===== src/rtl/fetch_unit.sv =====
// Instruction fetch sequencer: loads the start PC from the reset vector,
// walks memory one byte per cycle, sizes each opcode (1-3 bytes) and hands
// the assembled instruction to the decoder over a valid/ready handshake.
// Ports:
//   clk, rst                        clock, async active-high reset
//   data[7:0]                       memory read data for addr (same cycle)
//   addr[15:0]                      registered fetch address
//   redirect_valid, redirect_pc     new fetch target from execute
//   instr_valid, instr_ready        decoder handshake
//   instr_opcode/op1/op2/len/pc     instruction payload
module fetch_unit #(
  parameter logic [15:0] RESET_VECTOR = 16'hFFFC
) (
  input  logic        clk,
  input  logic        rst,
  input  logic [7:0]  data,
  output logic [15:0] addr,
  input  logic        redirect_valid,
  input  logic [15:0] redirect_pc,
  output logic        instr_valid,
  input  logic        instr_ready,
  output logic [7:0]  instr_opcode,
  output logic [7:0]  instr_op1,
  output logic [7:0]  instr_op2,
  output logic [1:0]  instr_len,
  output logic [15:0] instr_pc
);

  typedef enum logic [2:0] {
    RST_LO,
    RST_HI,
    FETCH_OP,
    FETCH_B1,
    FETCH_B2,
    HOLD
  } state_t;

  state_t      state_q, state_d;
  logic [15:0] addr_q, addr_d;
  logic [7:0]  vec_lo_q, vec_lo_d;
  logic [7:0]  opcode_q, opcode_d;
  logic [7:0]  op1_q, op1_d;
  logic [7:0]  op2_q, op2_d;
  logic [1:0]  len_q, len_d;
  logic [15:0] pc_q, pc_d;
  logic [1:0]  data_len;

  // Opcode aaabbbcc: length decoded from the cc group and bbb mode field.
  function automatic logic [1:0] op_len(input logic [7:0] op);
    logic [2:0] bbb;
    logic [1:0] len;
    bbb = op[4:2];
    len = 2'd1;
    case (op[1:0])
      2'b01: begin
        if (bbb == 3'b011 || bbb == 3'b110 || bbb == 3'b111) len = 2'd3;
        else len = 2'd2;
      end
      2'b10: begin
        if (bbb == 3'b011 || bbb == 3'b111) len = 2'd3;
        else if (bbb == 3'b000 || bbb == 3'b001 || bbb == 3'b101) len = 2'd2;
        else len = 2'd1;
      end
      2'b00: begin
        if (op == 8'h20) len = 2'd3;
        else if (op == 8'h00 || op == 8'h40 || op == 8'h60) len = 2'd1;
        else if (bbb == 3'b000) len = 2'd2;
        else if (bbb == 3'b011 || bbb == 3'b111) len = 2'd3;
        else if (bbb == 3'b001 || bbb == 3'b100 || bbb == 3'b101) len = 2'd2;
        else len = 2'd1;
      end
      default: len = 2'd1;
    endcase
    return len;
  endfunction

  assign data_len = op_len(data);

  always_comb begin
    state_d  = state_q;
    addr_d   = addr_q;
    vec_lo_d = vec_lo_q;
    opcode_d = opcode_q;
    op1_d    = op1_q;
    op2_d    = op2_q;
    len_d    = len_q;
    pc_d     = pc_q;
    case (state_q)
      RST_LO: begin
        vec_lo_d = data;
        addr_d   = RESET_VECTOR + 16'd1;
        state_d  = RST_HI;
      end
      RST_HI: begin
        addr_d  = {data, vec_lo_q};
        state_d = FETCH_OP;
      end
      FETCH_OP: begin
        opcode_d = data;
        pc_d     = addr_q;
        op1_d    = 8'h00;
        op2_d    = 8'h00;
        len_d    = data_len;
        addr_d   = addr_q + 16'd1;
        state_d  = (data_len == 2'd1) ? HOLD : FETCH_B1;
      end
      FETCH_B1: begin
        op1_d   = data;
        addr_d  = addr_q + 16'd1;
        state_d = (len_q == 2'd2) ? HOLD : FETCH_B2;
      end
      FETCH_B2: begin
        op2_d   = data;
        addr_d  = addr_q + 16'd1;
        state_d = HOLD;
      end
      HOLD: begin
        if (instr_ready) state_d = FETCH_OP;
      end
      default: state_d = RST_LO;
    endcase
    // A redirect drops whatever is in flight; the payload registers keep
    // their old contents since instr_valid is low until the next HOLD.
    if (redirect_valid && state_q != RST_LO && state_q != RST_HI) begin
      addr_d   = redirect_pc;
      state_d  = FETCH_OP;
      opcode_d = opcode_q;
      op1_d    = op1_q;
      op2_d    = op2_q;
      len_d    = len_q;
      pc_d     = pc_q;
    end
  end

  always_ff @(posedge clk or posedge rst) begin
    if (rst) begin
      state_q  <= RST_LO;
      addr_q   <= RESET_VECTOR;
      vec_lo_q <= 8'h00;
      opcode_q <= 8'h00;
      op1_q    <= 8'h00;
      op2_q    <= 8'h00;
      len_q    <= 2'd1;
      pc_q     <= 16'h0000;
    end else begin
      state_q  <= state_d;
      addr_q   <= addr_d;
      vec_lo_q <= vec_lo_d;
      opcode_q <= opcode_d;
      op1_q    <= op1_d;
      op2_q    <= op2_d;
      len_q    <= len_d;
      pc_q     <= pc_d;
    end
  end

  assign addr         = addr_q;
  assign instr_valid  = (state_q == HOLD);
  assign instr_opcode = opcode_q;
  assign instr_op1    = op1_q;
  assign instr_op2    = op2_q;
  assign instr_len    = len_q;
  assign instr_pc     = pc_q;

endmodule


===== config.mk =====
export PLATFORM = sky130hd
export DESIGN_NAME = fetch_unit
export DESIGN_NICKNAME = d
export VERILOG_FILES = /design/src/rtl/fetch_unit.sv
export SDC_FILE = /design/constraint.sdc
export NUM_CORES = 1
export LEC_CHECK = 0
export CORE_ASPECT_RATIO = 1.25
export CORE_UTILIZATION = 35
export DETAILED_ROUTE_END_ITERATION = 10
export MAX_ROUTING_LAYER = met4
export PLACE_DENSITY = 0.6
export SYNTH_ARGS = -nofsm -noshare
export SYNTH_HDL_FRONTEND = slang
export SYNTH_SLANG_ARGS = --single-unit

===== constraint.sdc =====
create_clock -name clk -period 4.06 [get_ports clk]
set_clock_uncertainty 0.1 [all_clocks]
set_input_delay 0.609 -clock clk [delete_from_list [all_inputs] [get_ports clk]]
set_output_delay 0.609 -clock clk [all_outputs]
set_load 0.05 [all_outputs]

Yosys cells after proc, flatten, opt, wreduce, memory -nomap -nowiden --
Index checks and enable logic that the tools add are counted.
Storage, ports and cells: register bits 69, latch bits 0, RAM bits 0, memory bits (read-only) 0, bits of input ports 28, output and inout port bits 59, logic and storage cells 71, memories 0
Cells by class: add/subtract/negate cells 1, multipliers 0, div/mod/pow operators 0, $lt $le $gt $ge 0, equality and inequality tests 20, shift-type cells 0, multiplexer cells 18, bitwise operators 1, reductions and logical operators 23
Operators with widths (count):
- 16-bit case mux with 3 select lines | 1
- 8-bit case mux with 2 select lines | 2
- 3-bit equality test, second input constant | 6
- 3-bit case mux with 6 select lines | 1
- 16-bit by 1-bit adder with 16-bit output, second input constant | 1
- 8-bit by 7-bit equality test with 1-bit output, second input constant | 2
- 16-bit 2-to-1 mux | 1
- 2-bit 2-to-1 mux | 7
- 3-bit by 2-bit equality test with 1-bit output, second input constant | 3
- 1-bit logical OR | 9
- 3-bit 2-to-1 mux | 3
- 8-bit by 6-bit equality test with 1-bit output, second input constant | 1
- 8-bit logical NOT | 1
- 3-bit by 1-bit equality test with 1-bit output, second input constant | 2
- 3-bit logical NOT | 2
- 3-bit by 1-bit != test with 1-bit output, second input constant | 2
- 2-bit case mux with 3 select lines | 1
- 2-bit AND reduction | 3
- 2-bit by 1-bit equality test with 1-bit output, second input constant | 2
- 2-bit equality test, second input constant | 2
- 2-bit nonzero test | 2
- 4-bit nonzero test | 1
- 3-bit nonzero test | 1
- 3-bit OR reduction | 1
- 4 further kinds | 6

Depth between registers and ports, before layout --
word-level depth 13, gate-level depth with buffers 7, mapped depth without buffers 6

Worst setup path after synthesis --
No wires, ideal clock.
kind register -> output, from register state_q[2], to output instr_valid, data arrival time 1.490 ns, required time 3.351 ns, setup slack 1.861 ns, stages on the path, launching flop included 5, buffers on the path 3, cells stage by stage dfrtp_1 > buf_2 > clkbuf_1 > clkbuf_1 > and2_1
On the way: cells in the longest elaborated chain, start to end 1
Ends and longest elaborated chain:
- start, declared | line 38 | state_t state_q, state_d;
- start signal, assigned | line 146 | state_q <= state_d;
- 3-bit equality test | line 158 | assign instr_valid = (state_q == HOLD);
- end, declared | line 20 | output logic instr_valid,
Every way passes these cells.

Final worst setup path --
from register state_q[0], to output instr_valid
Same word-level chain as after synthesis.

==> results.py <==
metrics = {
    "routing": {
        "drtAntennaViolNets": 0,
        "firstDrtPassIters": 5,
        "vias": 3044,
        "wire_per_inst_um": 18.2,
        "initialDrtViolationCount": 193,
        "drc": 0,
        "wl_um": 10000,
        "vias_per_cell": 5.51,
    },
    "setup_path": {
        "crit_arrival_ns": 2.48,
        "crit_fanout": 22,
        "crit_type": "reg2out",
        "cp_data_required_time_ns": 3.35,
        "startpoint_type": "flop",
        "ff2ff_path_depth": 4,
        "setup.worst_path.end_class": "primary output",
    },
    "clock_network": {
        "clk_latency_ns": 0.34,
        "clk_path_buf_depth": 2,
        "cts_made_buffers": 9,
        "cts_hold_buf": 0,
        "clk_pin_slew_ns": 0.06,
        "cts_max_level": 3,
        "root_buffer": "clkbuf_16",
        "clock-sinks": 69,
        "cts_resized": 0,
        "postCtsSetupRepairBufs": 0,
        "cts_tree": "built",
    },
    "yosys": {
        "synth_top_cell_by_area": "dfrtp_1",
        "ys_async_sr_fraction_pct": 100,
        "synth.area.top_cells": "dfrtp_1 38%, dfstp_2 11%, mux2_2 10%",
        "synth_commonest_cells": "54 x dfrtp_1, 32 x mux2_2, 31 x nand2_1",
        "ys_seq_elements": 69,
        "ys_warn_count": 0,
        "synth_edf_count": 0,
        "synth-seq-area-share_pct": 49.5,
        "netlist_area_sq_mm": 0.00352,
        "synth_ff_type": "dfrtp_1",
        "yosysTopAreaCellShare_pct": 38.4,
        "syn_nets": 369,
        "avgSynthCellArea_sq_um": 10.4,
        "synth_most_common_cell": "dfrtp_1",
        "ys_types": 56,
        "postSynthCellCount": 340,
    },
    "pwr": {
        "clkPwrFrac_pct": 15.8,
        "internal-power_mw": 2.47,
        "switching_power_mw": 2.23,
        "switching_share_pct": 47.4,
        "power_density_mw_per_mm2": 984,
        "power.share.combinational_pct": 53.9,
        "power_frac_seq_pct": 30.4,
        "p_leak_nw": 1.86,
        "vdd_ir_drop_max_mv": 0.441,
    },
    "place": {
        "io_buffers": 86,
        "place_congestion": 0.923,
        "hpwlAfterDp_um": 7020,
        "place_area_sq_mm": 0.00449,
    },
    "sta": {
        "slew_headroom_pct": 38.2,
        "fmax_mhz": 314,
        "fin_crit_ns": 3.18,
        "setup-tns-final_ns": 0,
        "rsz0062_at_grt": "false",
        "finalHoldViolations": 0,
        "layout_worst_path_cycle_share_pct": 78.4,
        "finalMaxSlewViolations": 0,
        "setup_viol": 0,
        "worst_pin_slew_ns": 0.927,
    },
    "global_route": {
        "grt_pass1_wl_um": 16200,
        "grt_max_degree": 40,
        "grt_pass1_vias": 3035,
        "grt_overflow_total": 0,
        "grt_usage_pct": 21.1,
        "antenna_found_initial": 0,
    },
    "finish": {
        "fillers": 939,
        "n_antenna_cell": 0,
        "seq_area_sq_mm": 0.00175,
        "nets": 451,
        "multi_input_area_sq_mm": 0.00165,
        "design_area_sq_mm": 0.00477,
        "area_growth_syn_to_layout_pct": 35.4,
        "drive_gt1_share_pct": 18.3,
    },
    "floorplanning": {
        "io_pins": 87,
        "fp.dieH_um": 114,
        "dieArea_sq_mm": 0.0105,
        "coreArea_sq_mm": 0.00971,
        "die_x_um": 91.7,
        "rows": 40,
        "initial_core_util_pct": 36.3,
    },
    "worst_hold_path": {
        "min_path_cells": 2,
        "hold_class": "reg2reg",
    },
    "flow_run": {
        "cap_violations": 0,
    },
    "outcome": {
        "status": "completed",
    },
}
[area by class of cell]
class	instances	area share [%]
well taps	126	3.31
multi-input cells	241	34.6
inverters	10	0.787
clock inverters	1	0.105
repair buffers	91	18.8
flip-flops and latches	69	36.6
clock buffers	14	5.75
[layer usage]
layer | up-vias | part of all wire, % | wire [um] | global-route usage (%)
li1 | 1429 | - | - | -
met1 | 1486 | 43 | 4320 | 26.5
met2 | 114 | 49 | 4940 | 33.2
met3 | 15 | 5.5 | 550 | 4.65
met4 | 0 | 2.3 | 229 | 8.23
met5 | - | 0 | 0 | -
[state kept, by name, indices dropped and copies added (netlist names)]
| register | count |
|---|---|
| addr | 16 |
| instr_len | 2 |
| instr_op1 | 8 |
| instr_op2 | 8 |
| instr_opcode | 8 |
| instr_pc | 16 |
| state_q | 3 |
| vec_lo_q | 8 |
[power groups by stage]
stage | Clock [mW] | Combinational, mW | Sequential (mW)
2_1_floorplan | 0 | 1.00 | 2.15
3_3_place_gp | 0 | 2.50 | 1.42
3_5_place_dp | 0 | 2.53 | 1.43
4_1_cts | 0.751 | 2.54 | 1.42
5_1_grt | 0.787 | 2.69 | 1.48
6_report | 0.740 | 2.53 | 1.42
[layout by cell type (no fill, tap or decap), drive strengths merged, types with 3 or more instances in the layout]
cell type       n
o31ai           6
nor2b           4
nand4           5
a21oi          16
inv             9
dfrtp          54
clkbuf         14
dfstp          15
nand2          31
nand3           6
nor3            9
o311ai          3
o21a           11
a22o           16
nor4            8
mux2           32
nor2           16
clkdlybuf4s50  86
o22ai           5
buf             5
o21ai          32
nand2b          6
[per-stage QoR]
step / hold WS, ns / util (%) / setup WS, ns / power [mW] / instances
after global routing: 0.422 / 49.1 / 0.753 / 4.96 / 552
after CTS: 0.390 / 49.1 / 0.874 / 4.71 / 552
after floorplan: 0.375 / - / 1.64 / 3.15 / 340
final: 0.381 / 49.1 / 0.875 / 4.69 / 552
after detailed placement: 0.375 / 46.3 / 1.11 / 3.96 / 537
after global placement: 0.369 / 46.3 / 1.18 / 3.93 / 537
[critical path, stage by stage (launching register included)]
cell and delay, ns:
dfrtp_1 0.82, nor2b_1 0.32, and2_1 0.18, clkdlybuf4s50_1 0.81
[kinds of logic (layout without fill, tap and decap cells)]
family | Yosys count | in the layout | synth area share [%]
simple gates | 95 | 95 | 14.4
compound gates | 109 | 109 | 20.9
mux | 32 | 32 | 10.2
flops | 69 | 69 | 49.5
fa+ha+maj | 1 | 1 | 0.355
xor+xnor | 4 | 4 | 0.994
buf+inv | 30 | 116 | 3.59
[final timing paths]
path / startpoint / to / slack [ns]
max in group asynchronous: rst / addr[10] / 2.34
min in group asynchronous: rst / instr_op1[3] / 0.66
worst min register to register: instr_op1[3] / instr_op1[3] / 0.38
worst min-delay path: instr_op1[3] / instr_op1[3] / 0.38
worst max register to register: state_q[1] / instr_pc[12] / 1.23
worst max-delay path: state_q[0] / instr_valid / 0.88
No activity file was read; power rests on OpenSTA's default activity.
